===== config.mk =====
export PLATFORM = sky130hd
export DESIGN_NAME = output_port_tx
export DESIGN_NICKNAME = d
export VERILOG_FILES = /design/src/rtl/cpu_pkg.sv /design/src/rtl/baud_gen.sv /design/src/rtl/output_port_tx.sv
export SDC_FILE = /design/constraint.sdc
export NUM_CORES = 1
export LEC_CHECK = 0
export CAP_MARGIN = 20
export CORE_MARGIN = 4
export CORE_UTILIZATION = 40
export CTS_CLUSTER_SIZE = 24
export DETAILED_ROUTE_END_ITERATION = 8
export DONT_BUFFER_PORTS = 1
export PLACE_DENSITY = 0.58
export SYNTH_ARGS = -nofsm -noshare
export SYNTH_HDL_FRONTEND = slang
export SYNTH_SLANG_ARGS = --single-unit

===== constraint.sdc =====
create_clock -name clk -period 2.1 [get_ports clk]
set_input_delay 0.42 -clock clk [delete_from_list [all_inputs] [get_ports clk]]
set_output_delay 0.42 -clock clk [all_outputs]
set_load 0.02 [all_outputs]

===== src/rtl/cpu_pkg.sv =====
// Shared types and constants for the CPU output port transmitter.
// OUTPUT_PORT_PARITY_EN selects the 11-bit (even parity) frame length.
package cpu_pkg;

    localparam int unsigned DATA_W = 8;

`ifdef OUTPUT_PORT_PARITY_EN
    localparam int unsigned FRAME_BITS = 11;
`else
    localparam int unsigned FRAME_BITS = 10;
`endif

    typedef enum logic [2:0] {
        IDLE,
        START,
        DATA,
        PARITY,
        STOP
    } tx_state_t;

endpackage


===== src/rtl/baud_gen.sv =====
// Bit-period timer: counts 0..CLKS_PER_BIT-1 and pulses tick on the wrap.
// Held at 0 while clear is high so each frame starts on a full bit period.
module baud_gen #(
    parameter int unsigned CLKS_PER_BIT = 868
) (
    input  logic clk,
    input  logic rst,
    input  logic clear,
    output logic tick
);

    localparam int unsigned CntW = $clog2(CLKS_PER_BIT);
    localparam logic [CntW-1:0] CntMax = CntW'(CLKS_PER_BIT - 1);

    logic [CntW-1:0] cnt_q, cnt_d;

    // Next count and wrap tick.
    always_comb begin
        cnt_d = cnt_q;
        tick  = 1'b0;
        if (clear) begin
            cnt_d = '0;
        end else if (cnt_q == CntMax) begin
            cnt_d = '0;
            tick  = 1'b1;
        end else begin
            cnt_d = cnt_q + CntW'(1);
        end
    end

    // Counter register.
    always_ff @(posedge clk or negedge rst) begin
        if (!rst) begin
            cnt_q <= '0;
        end else begin
            cnt_q <= cnt_d;
        end
    end

endmodule


===== src/rtl/output_port_tx.sv =====
// CPU output port transmitter: one-entry holding register feeding a UART 8N1
// serialiser (LSB first, registered tx, idle high).
// Defining OUTPUT_PORT_PARITY_EN inserts an even-parity bit before the stop bit.
module output_port_tx
    import cpu_pkg::*;
#(
    parameter int unsigned CLKS_PER_BIT = 868
) (
    input  logic              clk,
    input  logic              rst,
    input  logic [DATA_W-1:0] data_in,
    input  logic              load,
    output logic              ready,
    output logic              busy,
    output logic              tx
);

    tx_state_t         state_q, state_d;
    logic [DATA_W-1:0] hold_q, hold_d;
    logic [DATA_W-1:0] shift_q, shift_d;
    logic              hold_full_q, hold_full_d;
    logic [2:0]        bit_cnt_q, bit_cnt_d;
    logic              tx_q, tx_d;
    logic              bit_tick;
    logic              baud_clear;
    logic              start_frame;
`ifdef OUTPUT_PORT_PARITY_EN
    logic              parity_q, parity_d;
`endif

    // Timer idles at 0 so the start bit always gets a full period.
    assign baud_clear = (state_q == IDLE);

    baud_gen #(
        .CLKS_PER_BIT(CLKS_PER_BIT)
    ) u_baud_gen (
        .clk  (clk),
        .rst  (rst),
        .clear(baud_clear),
        .tick (bit_tick)
    );

    // Next-state logic: holding-register accept, FSM and shifter.
    always_comb begin
        state_d     = state_q;
        hold_d      = hold_q;
        shift_d     = shift_q;
        hold_full_d = hold_full_q;
        bit_cnt_d   = bit_cnt_q;
        tx_d        = tx_q;
        start_frame = 1'b0;
`ifdef OUTPUT_PORT_PARITY_EN
        parity_d    = parity_q;
`endif

        // A load while full is dropped silently.
        if (load && !hold_full_q) begin
            hold_d      = data_in;
            hold_full_d = 1'b1;
        end

        case (state_q)
            IDLE: begin
                if (hold_full_q) begin
                    start_frame = 1'b1;
                end
            end
            START: begin
                if (bit_tick) begin
                    state_d   = DATA;
                    tx_d      = shift_q[0];
                    bit_cnt_d = 3'd0;
                end
            end
            DATA: begin
                if (bit_tick) begin
                    if (bit_cnt_q == 3'd7) begin
`ifdef OUTPUT_PORT_PARITY_EN
                        state_d = PARITY;
                        tx_d    = parity_q;
`else
                        state_d = STOP;
                        tx_d    = 1'b1;
`endif
                    end else begin
                        shift_d   = shift_q >> 1;
                        tx_d      = shift_q[1];
                        bit_cnt_d = bit_cnt_q + 3'd1;
                    end
                end
            end
`ifdef OUTPUT_PORT_PARITY_EN
            PARITY: begin
                if (bit_tick) begin
                    state_d = STOP;
                    tx_d    = 1'b1;
                end
            end
`endif
            STOP: begin
                if (bit_tick) begin
                    // Queued byte goes straight into the next start bit.
                    if (hold_full_q) begin
                        start_frame = 1'b1;
                    end else begin
                        state_d = IDLE;
                    end
                end
            end
            default: begin
                state_d = IDLE;
                tx_d    = 1'b1;
            end
        endcase

        // Transfer holding -> shift; load cannot coincide since ready was 0.
        if (start_frame) begin
            state_d     = START;
            shift_d     = hold_q;
            hold_full_d = 1'b0;
            tx_d        = 1'b0;
`ifdef OUTPUT_PORT_PARITY_EN
            parity_d    = ^hold_q;
`endif
        end
    end

    // State registers; async reset aborts any frame in flight.
    always_ff @(posedge clk or negedge rst) begin
        if (!rst) begin
            state_q     <= IDLE;
            hold_q      <= '0;
            shift_q     <= '0;
            hold_full_q <= 1'b0;
            bit_cnt_q   <= 3'd0;
            tx_q        <= 1'b1;
`ifdef OUTPUT_PORT_PARITY_EN
            parity_q    <= 1'b0;
`endif
        end else begin
            state_q     <= state_d;
            hold_q      <= hold_d;
            shift_q     <= shift_d;
            hold_full_q <= hold_full_d;
            bit_cnt_q   <= bit_cnt_d;
            tx_q        <= tx_d;
`ifdef OUTPUT_PORT_PARITY_EN
            parity_q    <= parity_d;
`endif
        end
    end

    assign tx    = tx_q;
    assign ready = !hold_full_q;
    assign busy  = (state_q != IDLE) || hold_full_q;

endmodule


Word level (Yosys, flattened, before mapping) --
Cells that the tools add are included.
Word-level totals: bits in registers 34, output and inout bits 3, input bits 11, word-level logic and storage cells 68
Cells by class: mux-type cells 29, eq/ne operators 16, reduce and logical (&&, ||, !) cells 14, add/subtract/negate cells 2
Operators by type and width (number):
- 8-bit two-way mux | 4
- 3-bit two-way mux | 9
- 10-bit two-way mux | 2
- 3-bit != test (second input constant) | 5
- 3-bit one-hot mux with 4 select lines | 1
- 10-bit by 1-bit adder with 10-bit output (second input constant) | 1
- 10-bit equality test (second input constant) | 1
- 1-bit two-way mux | 10
- 2-bit != test (second input constant) | 4
- 2-bit nonzero test | 4
- 3-bit equality test (second input constant) | 2
- 3-bit one-hot mux with 2 select lines | 1
- 3-bit AND reduction | 2
- 6-bit AND reduction | 1
- 2-bit by 1-bit != test with 1-bit output (second input constant) | 2
- 4-bit AND reduction | 1
- 3-bit by 1-bit adder with 3-bit output (second input constant) | 1
- 3-bit by 1-bit equality test with 1-bit output (second input constant) | 1
- 3-bit by 2-bit equality test with 1-bit output (second input constant) | 1
- 3-bit logical NOT | 1
- 1-bit one-hot mux with 3 select lines | 1
- 3-bit nonzero test | 1
- 1-bit one-hot mux with 2 select lines | 1
- 2-bit OR reduction | 1
- other kinds (3) | 3

Longest topological paths before layout --
word-level depth 7, mapped depth 6, mapped depth without buffers 6

By module --
From an unflattened synthesis, not the netlist that was laid out.
Unflattened totals: cells, all modules 160, area total of the unflattened synthesis 1685.4 µm²
By module, submodules not included:
- output_port_tx | cells an instance 108, area each 1158.6 µm², instances 1, sequential area each 601.8 µm²
- baud_gen | cells an instance 52, area each 526.8 µm², instances 1, sequential area each 250.2 µm²

Least setup slack after synthesis --
OpenSTA, ideal clock, no wires.
path type register to register, start reg bit_cnt_q[0], end reg shift_q[0], arrival time 1703 ps, data required time 2019 ps, path buffers 0, slack 317 ps, library setup time 81 ps, period minus slack after synthesis 1783 ps, stages on the path, launching flop included 7, cell sequence dfrtp_1 ha_1 ha_1 nor4b_1 a21oi_1 o22ai_2 a2bb2oi_1
Between the ends: cells in the longest elaborated chain, start to end 3
Ends and longest elaborated chain:
- start: declaration | line output_port_tx.sv:22 | logic [2:0] bit_cnt_q, bit_cnt_d;
- start signal: assignment | line output_port_tx.sv:145 | bit_cnt_q <= bit_cnt_d;
- 3-bit equality test | line output_port_tx.sv:77 | if (bit_cnt_q == 3'd7) begin
- 2-bit != test (no line)
- 3-bit AND reduction (no line)
- end signal: assignment | line output_port_tx.sv:143 | shift_q <= shift_d;
- end: declaration | line output_port_tx.sv:20 | logic [DATA_W-1:0] shift_q, shift_d;
No other way between the ends. A chain may end at the register's enable or synchronous reset.

Final worst setup path --
Same ends and word-level chain as after synthesis.

==> impl_metrics.toml <==
[min_path]
worst_hold_path_type = "primary input to register"

[placement]
place_area_um2 = 1720
place_congestion = 0.848
io_buffers = 0
dp_slack_ns = 0.182
hpwl_mm = 2.22

[sta]
fmax_mhz = 528
report.final.slew_viol_count = 0
period_share = 0.902
hold_slack_ns = 0.271
rsz0062_at_grt = "false"
finClkSkew_ns = 0.00851
setup_violations = 0
tns_ns = 0
tightest_slew_ns = 0.599
hold_viol = 0
min_period_ns = 1.90
slew_headroom = 0.600
setup_ws_ns = 0.205

[synthesis]
yosys.area.top_type = "dfrtp_1"
synth_top_area_frac = 0.499
synthArstFlopShare = 1.00
synthDistinctLibCells = 42
syn-cell-area_um2 = 1650
syn_nets = 162
synth_edf_count = 0
yosys_most_used_dff = "dfrtp_1"
syn-instance-count = 148
synthTopCellsByArea = "dfrtp_1 (50%), mux2_2 (5.4%), nor2_1 (4.1%), a2bb2oi_1 (3.7%), o32ai_1 (3.7%)"
synth_warnings = 0
ys_seq_area_frac = 0.515
ys_ff_latch = 34
syn_area_per_cell_um2 = 11.2

[outcome]
status = "complete, no violations"

[clock_network]
cts_buffers = 5
cts.sinks = 34
clkTransAtPathRegs_ns = 0.07
clk_latency_ns = 0.29
cts_tree = "built"
clock_tree.buffer_depth = 2
htreeDepth = 2
clockRootBuffer = "clkbuf_8"

[setup_path]
crit_arrival_ns = 2.05
cpMostUsedCell = "ha_1"
rrSetupSlack_ns = 0.20
cpPeakStageDelay_ns = 0.41
start_kind = "register"
worst-path-max-fanout = 7
critical_path.cell_chain = "ha_1, ha_1, nor2_1, nand3_1, o32ai_1, a2bb2oi_1"
end_kind = "register"
cp_slowest_cell = "dfrtp_1"
required_ns = 2.25
crit_type = "register to register"

[cells_and_area]
layout-drive-gt1-share = 0.185
n_antenna_cell = 0
nFillCells = 352
fin_area_um2 = 1870
multi_input_area_um2 = 762
syn_to_final_growth_pct = 13.2
regArea_um2 = 852
fin_nets = 170

[route]
drt_iter0_markers = 152
detail_route.drc_violations = 0
wl_mm = 3.36
ant_nets = 0
viasPerCell = 5.86
wl_per_cell_um = 16.2
firstDrtPassIters = 4
dr_total_vias = 1214

[global_routing]
grt_pass1_vias = 1214
overflow = 0
grt_pass1_wl_mm = 5.60
grt_start_max_net_pins = 35
track_usage = 0.138
antenna_found_initial = 0

[floorplan]
core-area_um2 = 4000
start_util = 0.414
fp.dieW_um = 72.3
dieArea_um2 = 5230
io-pin-count = 14
die_h_um = 72.3
num_rows = 23

[pwr]
peakVddDrop_mv = 0.495
power.density_nw_per_um2 = 1080
p_leak_nw = 0.747
p_total_mw = 2.03

[job]
drv_cap = 0
-- synthesized netlist by cell type (all sizes together), types with 2 or more instances --
cell type  count
a31oi          3
nand4          2
nor3           2
o22ai          2
and3           2
o21ai          4
ha             3
nor2          18
mux2           8
a211o          2
nand2          8
a21oi          4
a32o           2
inv            6
dfrtp         33
buf            4
nor2b          3
nand3          5
nor3b          2
o32ai          7
xnor2          3
xor2           4
a2bb2oi        7
-- metal layers --
| layer | share of wire | wire length [µm] | vias to the layer above | GRT usage |
|---|---|---|---|---|
| met5 | 0 | 0 | - | 0 |
| met4 | 0.018 | 59 | 0 | 0.0689 |
| met3 | 0.067 | 224 | 7 | 0.0402 |
| met2 | 0.48 | 1630 | 48 | 0.226 |
| met1 | 0.43 | 1450 | 594 | 0.166 |
| li1 | - | - | 565 | - |
-- cell type report --
cell class,count,area share
Clock buffer,5,0.0367
Clock inverter,3,0.0240
Inverter,6,0.0120
Multi-Input combinational cell,103,0.407
Sequential cell,34,0.455
Tap cell,50,0.0334
Timing Repair Buffer,6,0.0321
-- report_power, final --
group | switching, mW | internal [mW] | leakage [nW]
clock | 0.246 | 0.353 | 0.0504
combinational | 0.196 | 0.235 | 0.295
sequential | 0.153 | 0.848 | 0.402
total | 0.594 | 1.44 | 0.747
-- kinds of logic after synthesis --
kind of cell	Yosys count	share of synthesized area
flops	34	0.515
simple gates	48	0.163
xor+xnor	7	0.0371
mux	8	0.0545
buf+inv	11	0.0280
compound gates	37	0.179
fa+ha+maj	3	0.0227
-- registers in the layout (all words and copies together), names as in the netlist --
register / count
hold_full_q: 1
shift_q: 8
bit_cnt_q: 3
u_baud_gen.cnt_q: 10
tx: 1
state_q: 3
hold_q: 8
-- final timing paths --
| kind | from | cells after the start | to |
|---|---|---|---|
| worst max-delay path | bit_cnt_q[0] | 6 | shift_q[0] |
| worst min-delay path | load | 2 | hold_full_q |
| worst max register to register | bit_cnt_q[0] | 6 | shift_q[0] |
| worst min register to register | u_baud_gen.cnt_q[0] | 1 | u_baud_gen.cnt_q[0] |
| max in group asynchronous | rst | 2 | tx |
| min in group asynchronous | rst | 2 | shift_q[4] |
-- metrics by stage --
step / util / instances
after floorplan: - / 148
after global placement: 0.431 / 197
after detailed placement: 0.431 / 197
after CTS: 0.467 / 207
after global routing: 0.468 / 207
final: 0.468 / 207
-- repair_timing --
action,in CTS,in global routing
hold buffers,2,0
endpoints found under the hold margin,34,0
setup endpoints to repair,0,8
setup buffers,0,0
gates resized for setup,0,1
-- worst max-delay path: cells and delay by family, from the launching register on --
kind                     cells  cell delay, ns
adder cells (fa/ha/maj)      2            0.47
flip-flops                   1            0.41
AND/OR/NAND/NOR              2            0.53
AO/OA/AOI/OAI                2            0.34
-- layout by cell type, fill, tap and decap left out, types with 2 or more instances in the layout --
master       n
o32ai_1      7
and3_1       2
a2bb2oi_1    7
dfrtp_1     33
mux2_2       8
xnor2_1      3
nor2_1      18
ha_1         3
a32o_1       2
nor2b_1      3
inv_1        6
nand4_1      2
clkinvlp_4   2
buf_4        4
nor3_1       2
nand2_1      7
o21ai_0      4
xor2_1       4
nand3_1      4
a211o_1      2
a21oi_1      4
clkbuf_8     5
a31oi_1      2
Note: power is estimated with default switching activity, not from simulation.
==> RTL edit 1: new RTL, same settings <==
`CLKS_PER_BIT` is set to 868 in 2 places; all go to 1736.
--- a/src/rtl/baud_gen.sv
+++ b/src/rtl/baud_gen.sv
@@ -1,7 +1,7 @@
 // Bit-period timer: counts 0..CLKS_PER_BIT-1 and pulses tick on the wrap.
 // Held at 0 while clear is high so each frame starts on a full bit period.
 module baud_gen #(
-    parameter int unsigned CLKS_PER_BIT = 868
+    parameter int unsigned CLKS_PER_BIT = 1736
 ) (
     input  logic clk,
     input  logic rst,
--- a/src/rtl/output_port_tx.sv
+++ b/src/rtl/output_port_tx.sv
@@ -4,7 +4,7 @@
 module output_port_tx
     import cpu_pkg::*;
 #(
-    parameter int unsigned CLKS_PER_BIT = 868
+    parameter int unsigned CLKS_PER_BIT = 1736
 ) (
     input  logic              clk,
     input  logic              rst,
Formal check against the unedited RTL: no difference found for any inputs over 10 cycles, from zero or initial values and one cycle with rst low; that may be too few to reach the edited logic, so the function may still have changed.
==> RTL edit 1 against the unedited design <==
  * First-iteration DRC count decreased by 34%
  * Sequential cell count grew 1
  * Design area up 5.7%
  * Synthesized cell count grew 9.5%
  * Via count increased by 2.6%
  * Maximum frequency decreased by 5.0%
  * Non-clock buffer count unchanged
  * Worst setup slack got worse by 0.10 ns
  * Synthesized area up 8.5%
  * Final cell count is 5.3% higher
  * Routed wire length grew 2.9%
  * Global-route usage up 0.15 points
  * Critical path type is now flop to output pin
Power is not compared: it rests on default switching activity, and its combinational part moved more than twofold at a synthesized area within 25%.
==> RTL edit 1: results (changes against the unedited design) <==
Top cells by count, synth -> 34 x dfrtp_1, 14 x nor2_1, 8 x a2bb2oi_1, 8 x mux2_2
Largest net degree at the start of global routing -> 36 (+2.9%)
Layout cells sized above 1 -> 17.47% (-1.0 points)
Status -> completed
Synth cell types -> 46 (+9.5%)
FILL cells -> 394 (+12%)
Sequential element share of the synthesized area -> 48.85% (-2.7 points)
Overall Global Routing Usage -> 13.99% (+0.15 points)
DP HPWL -> 2358 um (+6.3%)
First-pass GRT wire length -> 5844 um (+4.3%)
Average size of a mapped cell -> 11.08 um2 (-0.83%)
Layout Cells excl Fill -> 218 (+5.3%)
Critical Path AT -> 1.58 ns (-0.47 ns)
DRT Pass-1 Iters -> 5 (+1)
Synth area leaders -> dfrtp_1 47%, mux2_2 5.0%, a2bb2oi_1 3.9%
Nets@finish -> 180 (+5.9%)
Clk_buf instances -> 6 (+1)
Slew HR -> 63.91% (+3.9 points)
Data buffer area share -> 3.032% (-0.17 points)
Cells after DPL -> 209 (+6.1%)
Number of DRC markers in iteration 0 -> 101 (-34%)
Max FFs per register -> 11 (+1)
Non-clk invs -> 5 (-1)
Top Registers -> u_baud_gen.cnt_q (11), hold_q (8), shift_q (8)
Area of the multi-input gates -> 857.1 um2 (+12%)
Synthesized flop and latch total -> 35 (+2.9%)
Multi-input gates -> 113 (+9.7%)
DR WL/cell -> 15.85 um (-2.3%)
## RTL edit 1: changes by cell type after synthesis, sizes merged, moves of 3 or more
cell	delta
o22a	+7
o32ai	-7
nor2	-4
nor3	+4
o21ai	+4
clkbuf	+3
## RTL edit 1: worst max-delay path, cell delays in order, from the launching register on
cell     delay (ns)
dfrtp_1        0.43
buf_4          0.18
nor3_1         0.42
nand2_1        0.26
## RTL edit 1: layer usage
metal	share of wire, %	global-route usage, %	vias up
met4	1.1	6.522	0
met1	49	19.02	613
met5	0	0	-
met2	45	20.70	24
li1	-	-	604
met3	4.3	3.872	4
## RTL edit 1: worst paths after layout
kind                         startpoint            to  cells past startpoint
max                          state_q[1]          busy                      3
min in group asynchronous           rst    state_q[0]                      2
min reg2reg                   hold_q[7]    shift_q[7]                      1
max in group asynchronous           rst            tx                      2
max reg2reg                bit_cnt_q[0]  bit_cnt_q[0]                      7
min                          data_in[0]     hold_q[0]                      1
## RTL edit 1: through the flow
stage | instance area [um2] | total power, mW | hold WS [ns] | utilization [%] | worst slack (ns)
after floorplan | 1795 | 0.8672 | 0.1244 | - | 0.2269
after global placement | 1844 | 0.8913 | 0.1252 | 42.36 | 0.1254
after detailed placement | 1844 | 0.8963 | 0.1253 | 42.36 | 0.04450
after CTS | 1977 | 1.492 | 0.2778 | 45.40 | 0.04116
after global routing | 1981 | 1.543 | 0.2705 | 45.49 | 0.03552
final | 1981 | 1.479 | 0.2861 | 45.49 | 0.1047
## RTL edit 1: cells by family after synthesis
group | count (synthesis) | synth area share, %
and+or+nand+nor | 54 | 18.54
AOI/OAI and AO/OA | 36 | 15.54
DFF | 35 | 48.85
buffers and inverters | 14 | 3.624
muxes | 11 | 6.969
xor gates and xnor gates | 9 | 4.390
adders and majority gates | 3 | 2.091
==> RTL edit 2: new RTL, same flow settings <==
Made on the original files. Encoding of `tx_state_t`: now one-hot (5 bits for 5 states).
--- a/src/rtl/cpu_pkg.sv
+++ b/src/rtl/cpu_pkg.sv
@@ -10,12 +10,12 @@
     localparam int unsigned FRAME_BITS = 10;
 `endif
 
-    typedef enum logic [2:0] {
-        IDLE,
-        START,
-        DATA,
-        PARITY,
-        STOP
+    typedef enum logic [4:0] {
+        IDLE   = 5'b00001,
+        START  = 5'b00010,
+        DATA   = 5'b00100,
+        PARITY = 5'b01000,
+        STOP   = 5'b10000
     } tx_state_t;
 
 endpackage
Check against the original RTL: same outputs for any inputs over 10 cycles, from zero or initial values and one cycle with rst low; not proved beyond that.
==> RTL edit 2 against the unedited design <==
  * The run now ends with setup timing left
  * Die area up 6.0%
  * Synthesized area up 6.7%
  * Non-clock buffer count up 16
  * Sequential cell count up 1
  * Count of clock-buffer cells in the layout unchanged
  * Routed wire length up 1.5%
  * Final cell count up 14%
  * Worst setup slack worse by 0.37 ns
  * Design area up 11%
  * Critical endpoint is now shift_q[2]
Power is not compared: it rests on default switching activity, and its combinational part moved more than twofold at a synthesized area within 25%.
==> RTL edit 2: results (changes against the unedited design) <==
Crit Path Max Fanout -> 8 (+1)
Sequential element share of the synthesized area -> 49.75% (-1.8 points)
Nets@finish -> 199 (+17%)
# Post-CTS Setup Buffers -> 1 (+1)
Synth cell types -> 38 (-9.5%)
Number of DRC markers in iteration 0 -> 62 (-59%)
Worst Hold Path EP -> hold_q[7]
RR Endpoint -> shift_q[2]
Violated checks -> setup timing
Overall Global Routing Usage -> 14.22% (+0.37 points)
Setup Viol. Count Final -> 7 (+7)
Slew HR -> 71.91% (+12 points)
Top cells by count, synth -> 33 x dfrtp_1, 22 x mux2_2, 15 x nor2_1
Met2 Wirelength -> 1639 um (+0.86%)
Critical R2R Launch -> u_baud_gen.cnt_q[1]
Status -> finished, violations left
Critical Path AT -> 2.44 ns (+0.39 ns)
Met1 GRT Util -> 17.54% (+0.96 points)
First-pass GRT wire length -> 5934 um (+5.9%)
Final clock skew -> 0.003851 ns (-0.004662 ns)
Min-delay src -> data_in[7]
Placer congestion estimate -> 0.8523 (+0.53%)
Via Count -> 1273 (+4.9%)
FILL cells -> 375 (+6.5%)
Final WS setup -> -0.1667 ns (-0.3715 ns)
Synthesized flop and latch total -> 35 (+2.9%)
CP max stage cell -> or4b_4
Largest net degree at the start of global routing -> 36 (+2.9%)
Dpl ws -> -0.2268 ns (-0.4087 ns)
Hold WS -> 0.2527 ns (-0.01784 ns)
-- RTL edit 2: changes by cell type after synthesis, moves of 4 or more --
cell,change
a2bb2oi_1,-7
buf_2,-4
mux2_2,+14
nand2_1,+7
nor3_1,+4
o32ai_1,-6
-- RTL edit 2: how the worst max path moves through the flow --
stage                             start          to  depth (start not counted)
floorplan           u_baud_gen.cnt_q[0]  shift_q[0]                          6
global placement    u_baud_gen.cnt_q[1]  shift_q[3]                          6
detailed placement  u_baud_gen.cnt_q[1]  shift_q[4]                          6
CTS                 u_baud_gen.cnt_q[1]  shift_q[3]                          6
global route        u_baud_gen.cnt_q[1]  shift_q[0]                          6
finish              u_baud_gen.cnt_q[1]  shift_q[2]                          6
-- RTL edit 2: cells by family after synthesis --
logic type                 share of synthesized area, %
and+or+nand+nor                                   17.79
DFF                                               49.75
muxes                                             15.73
AOI/OAI and AO/OA                                 7.371
buffers and inverters                             2.764
xor gates and xnor gates                          4.465
adders and majority gates                         2.126
-- RTL edit 2: final cells by class --
cell class / count / area (um2) / share of cell area, %
clock buffer: 5 / 68.82 / 3.295
inverter: 6 / 22.52 / 1.078
timing repair buffer: 22 / 183.9 / 8.808
sequential: 35 / 878.3 / 42.06
tap: 50 / 62.56 / 2.996
multi-input combinational: 115 / 857.1 / 41.04
clock inverter: 3 / 15.01 / 0.7190
-- RTL edit 2: power by group through the flow --
stage	Combinational, mW	Sequential (mW)	Clock (mW)
floorplan	0.742	1.02	0
global placement	0.975	1.04	0
global route	1.17	1.07	0.521
finish	1.06	1.04	0.466
CTS	1.07	1.05	0.478
detailed placement	1.01	1.06	0
-- RTL edit 2: per-stage QoR --
stage                     cells  setup TNS [ns]
after floorplan             161          -2.026
after global placement      225          -1.194
after detailed placement    225          -1.518
after CTS                   236          -1.066
after global routing        236          -1.501
final                       236          -1.100
